[config.mk]
export PLATFORM = sky130hd
export DESIGN_NAME = multicycle_control_unit
export DESIGN_NICKNAME = d
export VERILOG_FILES = /design/src/rtl/multicycle_control_unit.sv
export SDC_FILE = /design/constraint.sdc
export NUM_CORES = 1
export LEC_CHECK = 0
export ABC_AREA = 1
export CAP_MARGIN = 30
export CORE_MARGIN = 2
export CORE_UTILIZATION = 26
export DETAILED_ROUTE_END_ITERATION = 8
export GPL_ROUTABILITY_DRIVEN = 1
export PLACE_DENSITY = 0.52
export SYNTH_ARGS = -nofsm -noshare
export SYNTH_HDL_FRONTEND = slang
export SYNTH_SLANG_ARGS = --single-unit
export TNS_END_PERCENT = 50
[constraint.sdc]
create_clock -name clk -period 3.1 [get_ports clk]
set_clock_uncertainty 0.1 [all_clocks]
set_input_delay 0.62 -clock clk [delete_from_list [all_inputs] [get_ports clk]]
set_output_delay 0.62 -clock clk [all_outputs]
set_load 0.01 [all_outputs]
[src/rtl/multicycle_control_unit.sv]
// Multi-cycle fetch/decode/execute/memory sequencer for the small CPU.
// Owns the instruction and immediate registers and the retired-instruction counter.
module multicycle_control_unit #(
    parameter int DATA_W     = 8,
    parameter int REG_ADDR_W = 2,
    parameter int ALU_OP_W   = 4,
    parameter bit EXT_ALU    = 1'b0,
    parameter int COUNT_W    = 16
) (
    input  logic                  clk,
    input  logic                  reset,
    input  logic [DATA_W-1:0]     mem_rdata,
    input  logic                  mem_ready,
    output logic                  instr_fetch,
    output logic                  pc_inc,
    output logic                  mem_read,
    output logic                  mem_write,
    output logic [DATA_W-1:0]     imm,
    output logic [REG_ADDR_W-1:0] reg_dst,
    output logic [REG_ADDR_W-1:0] reg_src,
    output logic [ALU_OP_W-1:0]   alu_op,
    output logic                  reg_write,
    output logic                  wb_sel,
    output logic                  illegal,
    output logic                  halted,
    output logic [COUNT_W-1:0]    retired
);

    typedef enum logic [2:0] {
        S_IDLE,
        S_FETCH,
        S_DECODE,
        S_FETCH_IMM,
        S_EXEC,
        S_MEM,
        S_HALT
    } state_t;

    localparam logic [3:0] OP_NOP   = 4'b0000;
    localparam logic [3:0] OP_ADD   = 4'b0001;
    localparam logic [3:0] OP_SUB   = 4'b0010;
    localparam logic [3:0] OP_AND   = 4'b0011;
    localparam logic [3:0] OP_OR    = 4'b0100;
    localparam logic [3:0] OP_XOR   = 4'b0101;
    localparam logic [3:0] OP_LOAD  = 4'b1001;
    localparam logic [3:0] OP_STORE = 4'b1101;
    localparam logic [3:0] OP_HLT   = 4'b1111;

    state_t              state_q, state_d;
    logic [DATA_W-1:0]   ir_q;
    logic [DATA_W-1:0]   imm_q;
    logic [COUNT_W-1:0]  retired_q;

    logic [3:0]            opcode;
    logic [REG_ADDR_W-1:0] field_a;
    logic [REG_ADDR_W-1:0] field_b;
    logic                  alu_legal;
    logic [ALU_OP_W-1:0]   alu_code;
    logic                  retire_en;

    assign opcode  = ir_q[DATA_W-1 -: 4];
    assign field_a = ir_q[2*REG_ADDR_W-1 : REG_ADDR_W];
    assign field_b = ir_q[REG_ADDR_W-1 : 0];

    // Base ALU ops are always legal; the logic ops only when the extended ALU is built in.
    always_comb begin
        alu_legal = 1'b0;
        alu_code  = '0;
        unique case (opcode)
            OP_ADD: begin alu_legal = 1'b1;    alu_code = ALU_OP_W'(0); end
            OP_SUB: begin alu_legal = 1'b1;    alu_code = ALU_OP_W'(1); end
            OP_AND: begin alu_legal = EXT_ALU; alu_code = ALU_OP_W'(2); end
            OP_OR:  begin alu_legal = EXT_ALU; alu_code = ALU_OP_W'(3); end
            OP_XOR: begin alu_legal = EXT_ALU; alu_code = ALU_OP_W'(4); end
            default: ;
        endcase
    end

    // State register plus the datapath registers it owns.
    // NOTE: sequential state uses non-blocking assignments so every register samples pre-edge values.
    always_ff @(posedge clk or posedge reset) begin
        if (reset) begin
            state_q   <= S_IDLE;
            ir_q      <= '0;
            imm_q     <= '0;
            retired_q <= '0;
        end else begin
            state_q <= state_d;
            if (state_q == S_FETCH && mem_ready)
                ir_q <= mem_rdata;
            if (state_q == S_FETCH_IMM && mem_ready)
                imm_q <= mem_rdata;
            if (retire_en && retired_q != '1)
                retired_q <= retired_q + COUNT_W'(1);
        end
    end

    // Next-state logic.
    // NOTE: every combinational output gets a default first, so no path can infer a latch.
    always_comb begin
        state_d = state_q;
        unique case (state_q)
            S_IDLE:      state_d = S_FETCH;
            S_FETCH:     if (mem_ready) state_d = S_DECODE;
            S_DECODE: begin
                if (opcode == OP_NOP)                            state_d = S_FETCH;
                else if (opcode == OP_HLT)                       state_d = S_HALT;
                else if (opcode == OP_LOAD || opcode == OP_STORE) state_d = S_FETCH_IMM;
                else if (alu_legal)                              state_d = S_EXEC;
                else                                             state_d = S_FETCH;
            end
            S_FETCH_IMM: if (mem_ready) state_d = S_MEM;
            S_EXEC:      state_d = S_FETCH;
            S_MEM:       if (mem_ready) state_d = S_FETCH;
            S_HALT:      state_d = S_HALT;
            default:     state_d = S_IDLE;
        endcase
    end

    // Output decode from registered state and IR; mem_ready only qualifies completion strobes.
    always_comb begin
        instr_fetch = 1'b0;
        pc_inc      = 1'b0;
        mem_read    = 1'b0;
        mem_write   = 1'b0;
        reg_dst     = field_a;
        reg_src     = field_b;
        alu_op      = '0;
        reg_write   = 1'b0;
        wb_sel      = 1'b0;
        illegal     = 1'b0;
        halted      = 1'b0;
        retire_en   = 1'b0;
        unique case (state_q)
            S_FETCH, S_FETCH_IMM: begin
                instr_fetch = 1'b1;
                pc_inc      = mem_ready;
            end
            S_DECODE: begin
                if (opcode == OP_NOP || opcode == OP_HLT)
                    retire_en = 1'b1;
                else if (opcode != OP_LOAD && opcode != OP_STORE && !alu_legal)
                    illegal = 1'b1;
            end
            S_EXEC: begin
                reg_write = 1'b1;
                alu_op    = alu_code;
                retire_en = 1'b1;
            end
            S_MEM: begin
                retire_en = mem_ready;
                if (opcode == OP_STORE) begin
                    mem_write = 1'b1;
                    reg_src   = field_a;
                end else begin
                    mem_read  = 1'b1;
                    reg_write = mem_ready;
                    wb_sel    = mem_ready;
                end
            end
            S_HALT:  halted = 1'b1;
            default: ;
        endcase
    end

    assign imm     = imm_q;
    assign retired = retired_q;

endmodule

**Yosys cells after proc, flatten, opt, wreduce, memory -nomap -nowiden**

Index checks and enable logic that the tools add are counted.

- RAM bits: 0
- Bits in registers: 35
- ROM bits: 0
- Logic and storage cells: 67
- Bits in latches: 0
- Memories kept: 0

- Multiplexer cells: 28
- $lt $le $gt $ge: 0
- Reductions and logical operators: 14
- Divide/modulo/power cells: 0
- Multiply operators: 0
- Add/subtract/negate cells: 1
- Equal/unequal tests: 20
- Bitwise operators: 0
- Shifts and indexed selects: 0

Operator list:

| cell | count |
|---|---|
| $mux W3 | 7 |
| $pmux W3 S6 | 1 |
| $add A16 B1 Y16 const B | 1 |
| $ne A16 B16 Y1 const B | 1 |
| $mux W1 | 14 |
| $eq A4 B4 Y1 const B | 3 |
| $pmux W3 S4 | 1 |
| $eq A3 B3 Y1 const B | 3 |
| $eq A4 B2 Y1 const B | 2 |
| $eq A4 B3 Y1 const B | 2 |
| $ne A4 B4 Y1 const B | 2 |
| $eq A3 B2 Y1 const B | 2 |
| $ne A2 B2 Y1 const B | 3 |
| $reduce_or A2 Y1 | 3 |
| $logic_and A1 B1 Y1 | 5 |
| $eq A4 B1 Y1 const B | 1 |
| $logic_not A4 Y1 | 1 |
| $mux W2 | 2 |
| $mux W4 | 1 |
| $eq A3 B1 Y1 const B | 1 |
| $logic_not A3 Y1 | 1 |
| $pmux W1 S3 | 1 |
| $reduce_and A3 Y1 | 1 |
| $logic_or A1 B1 Y1 | 2 |
| 2 further kinds | 2 |

**Logic depth before layout (Yosys ltp)**

- Depth in word-level cells: 8
- Mapped depth: 10
- Depth with buffers taken out: 9

**Worst setup path after synthesis**

OpenSTA, ideal clock, no wires.

- Path type: register to output
- Start point: reg state_q[2]
- End point: out alu_op[2]
- Stages on the path, launching flop included: 6
- Required time: 2.380 ns
- Path slack: 1.245 ns
- Arrival: 1.135 ns
- Path through: dfrtp_1 buf_4 inv_2 nor2_1 nand2_1 nor4_1

- Word-level cells in the longest chain between the ends: 2

Ends and longest elaborated chain:

| item | RTL line | RTL |
|---|---|---|
| from (decl) | 49 | `state_t state_q, state_d;` |
| from (signal assigned) | 88 | `state_q <= state_d;` |
| $eq A3 B3 Y1 | 134 | `unique case (state_q)` |
| $mux W4 | 134 |  |
| to (decl) | 21 | `output logic [ALU_OP_W-1:0] alu_op,` |

Every way passes these cells.

**Worst setup path after layout**

Ends and elaborated chain as after synthesis.

==> results.cfg <==
[setup_path]
critPathCaptureType = output pin
cp_data_required_time_ns = 2.38
critPathKind = register to output pin
timing.rr.start = retired[0]
reg2regPathDepth = 8
rrSetupSlack_ns = 1.24
cp.arrival_ns = 2.05
regToRegEndpoint = retired[12]
cp-start-kind = register
crit_start = state_q[2]
critPathCapture = alu_op[2]
crit_fanout = 8

[finish]
area_delta_synth_final_pct = 33.88
drive_gt1_share_pct = 9.440
antennaDiodeCount = 0
nets = 350
post-route-util_pct = 35.77

[timing]
slew_violations = 0
setup_viol_count_final = 0
tightest_slew_ns = 0.5320
slew_headroom_pct = 64.45
rsz0062_at_grt = no
finalHoldViolations = 0
tns_ns = 0
holdWs_ns = 0.3978
period_needed_ns = 2.772
max_freq_mhz = 360.8
fin_crit_sh_pct = 89.41

[cts]
clock-sinks = 35
cts_tree = yes
cts_buffers = 5
post_cts_resized = 0
htree_levels = 2
clk_path_buf_depth = 2
clk_latency_ns = 0.29
cts_root_buffer = clkbuf_8
cts_hold_buf = 0
post-cts-setup-buffers = 0
clkTransAtPathRegs_ns = 0.08

[global_route]
grt_pass1_wl_mm = 8.121
grt_pass1_vias = 1811
track_usage_pct = 11.70
grt_max_degree = 36
antenna_found_initial = 0
overflow = 0

[synthesis]
synth.area.mux_share_pct = 0
ys_seq_elements = 35
async_reset_ff_share_pct = 100.0
synth_flop_cell = dfrtp_1
synthesis.area_um2 = 2064
syn_nets = 301
synth-compound-area-share_pct = 8.606
synthAdderAreaFrac_pct = 0.6061
synth_top_family_by_area = simple AND/OR/NAND/NOR gates
synth_xor_area_share_pct = 2.970
ys_warn_count = 0
netlist_instances = 289
synth-edff-count = 0
yosysSeqAreaShare_pct = 42.42
synth-simple-area-share_pct = 36.55
yosysUniqueCellTypes = 28
syn_avg_cell_area_um2 = 7.144

[route]
routedWlPerCell_um = 11.26
route.met2.wl_mm = 2.267
drt_pass1_iterations = 4
dr_total_vias = 1940
route.detailed.drc = 0
routed_wl_mm = 4.965
postRouteAntennaNets = 0
avgViaCountPerCell = 4.399
routed.top_layer = met4
wl_met1_mm = 2.349
wl_met3_um = 239
drt_iter0_drc = 43

[floorplan]
pin_count = 51
die_area_um2 = 8669
dieHeight_um = 93.11
initial_core_util_pct = 26.72
die_w_um = 93.11
core_um2 = 7727
rows = 32

[power_and_ir_drop]
irDropWorstVdd_v = 0.0002194
p_leak_nw = 1.330
p_per_area_nw_per_um2 = 747.7

[place]
dpl.hpwl_mm = 3.573
portBuffers = 49
place_congestion = 0.8218

[run_status]
status = completed

[flow_run]
maxCapViolations = 0

[worst_hold_path]
hold_class = register to register
placed cells by master (no fill, tap or decap):
| cell type | synthesis | final |
|---|---|---|
| o21ai_0 | 3 | 3 |
| nand4_1 | 4 | 4 |
| clkinvlp_4 | 0 | 1 |
| nand3_1 | 11 | 11 |
| xnor2_1 | 4 | 4 |
| ha_1 | 1 | 1 |
| o21ai_1 | 17 | 17 |
| a21oi_1 | 6 | 6 |
| inv_1 | 25 | 25 |
| nand2_1 | 120 | 120 |
| nand2_2 | 6 | 6 |
| buf_4 | 4 | 1 |
| nand2_4 | 2 | 2 |
| nor2_4 | 2 | 2 |
| a31oi_1 | 1 | 1 |
| clkbuf_8 | 0 | 5 |
| o21ai_2 | 1 | 1 |
| xor2_1 | 3 | 3 |
| nor2_8 | 1 | 1 |
| clkdlybuf4s50_1 | 0 | 49 |
| conb_1 | 1 | 1 |
| dfrtp_1 | 35 | 35 |
| nor2_2 | 4 | 4 |
| o2111ai_1 | 1 | 1 |
| inv_2 | 6 | 6 |
| o21bai_1 | 1 | 1 |
| nor4_1 | 1 | 1 |
| bufinv_16 | 0 | 2 |
| nor2_1 | 24 | 24 |
| a21oi_4 | 1 | 1 |
power breakdown:
part / internal, mW / switching (mW)
logic: 0.383 / 0.451
clock network: 0.321 / 0.183
registers: 0.591 / 0.137
total: 1.29 / 0.772
flip-flops by register name, indices dropped and copies added (netlist names):
signal / count
state_q: 3
imm: 8
ir_q: 8
retired: 16
critical path, stage by stage, from the launching register on:
cell and delay [ns]:
dfrtp_1 0.54, inv_2 0.06, nor2_1 0.19, nand2_1 0.15
nor4_1 0.24, clkdlybuf4s50_1 0.60
metal layers:
| metal | global-route usage (%) | vias to the layer above |
|---|---|---|
| li1 | - | 993 |
| met4 | 4.412 | 0 |
| met5 | 0 | - |
| met2 | 19.32 | 50 |
| met3 | 3.223 | 11 |
| met1 | 14.58 | 886 |
synth_stat cells (all sizes together), types with 3 or more instances:
cell type    n  area, µm²
nor2        31      157.7
o21ai       21      108.9
nand3       11      55.05
nand4        4      25.02
xor2         3      26.28
a21oi        7      46.30
buf          8      62.56
dfrtp       35      875.8
nand2      128      510.5
xnor2        4      35.03
inv         31      116.4
cells by family after synthesis:
kind of cell / Yosys count
AOI/OAI and AO/OA: 31
xor gates and xnor gates: 7
adders and majority gates: 1
other: 1
and+or+nand+nor: 175
buffers and inverters: 39
DFF: 35
layout make-up:
type                    count  area (µm²)
inverters                  31       116.4
fillers                   804        4964
repair buffers             50       498.0
clock inverters             3       67.56
flip-flops and latches     35       875.8
multi-input cells         215        1010
clock buffers               5       68.82
well taps                 102       127.6
worst min-delay path by stage:
| stage | startpoint | endpoint | slack [ns] | depth (start not counted) |
|---|---|---|---|---|
| finish | ir_q[0] | ir_q[0] | 0.40 | 2 |
| global route | imm[7] | imm[7] | 0.42 | 2 |
| CTS | imm[7] | imm[7] | 0.40 | 2 |
| detailed placement | ir_q[0] | ir_q[0] | 0.38 | 2 |
| global placement | imm[7] | imm[7] | 0.37 | 2 |
| floorplan | ir_q[0] | ir_q[0] | 0.36 | 2 |
through the flow:
step / power, mW / setup WS [ns] / area (µm²) / std cells
finish: 2.066 / 0.3284 / 2764 / 441
global placement: 1.573 / 0.3689 / 2628 / 433
detailed placement: 1.583 / 0.3553 / 2628 / 433
global route: 2.218 / 0.2090 / 2764 / 441
floorplan: 1.255 / 1.245 / 2064 / 289
CTS: 2.097 / 0.3205 / 2764 / 441
No activity file was read; power rests on OpenSTA's default activity.
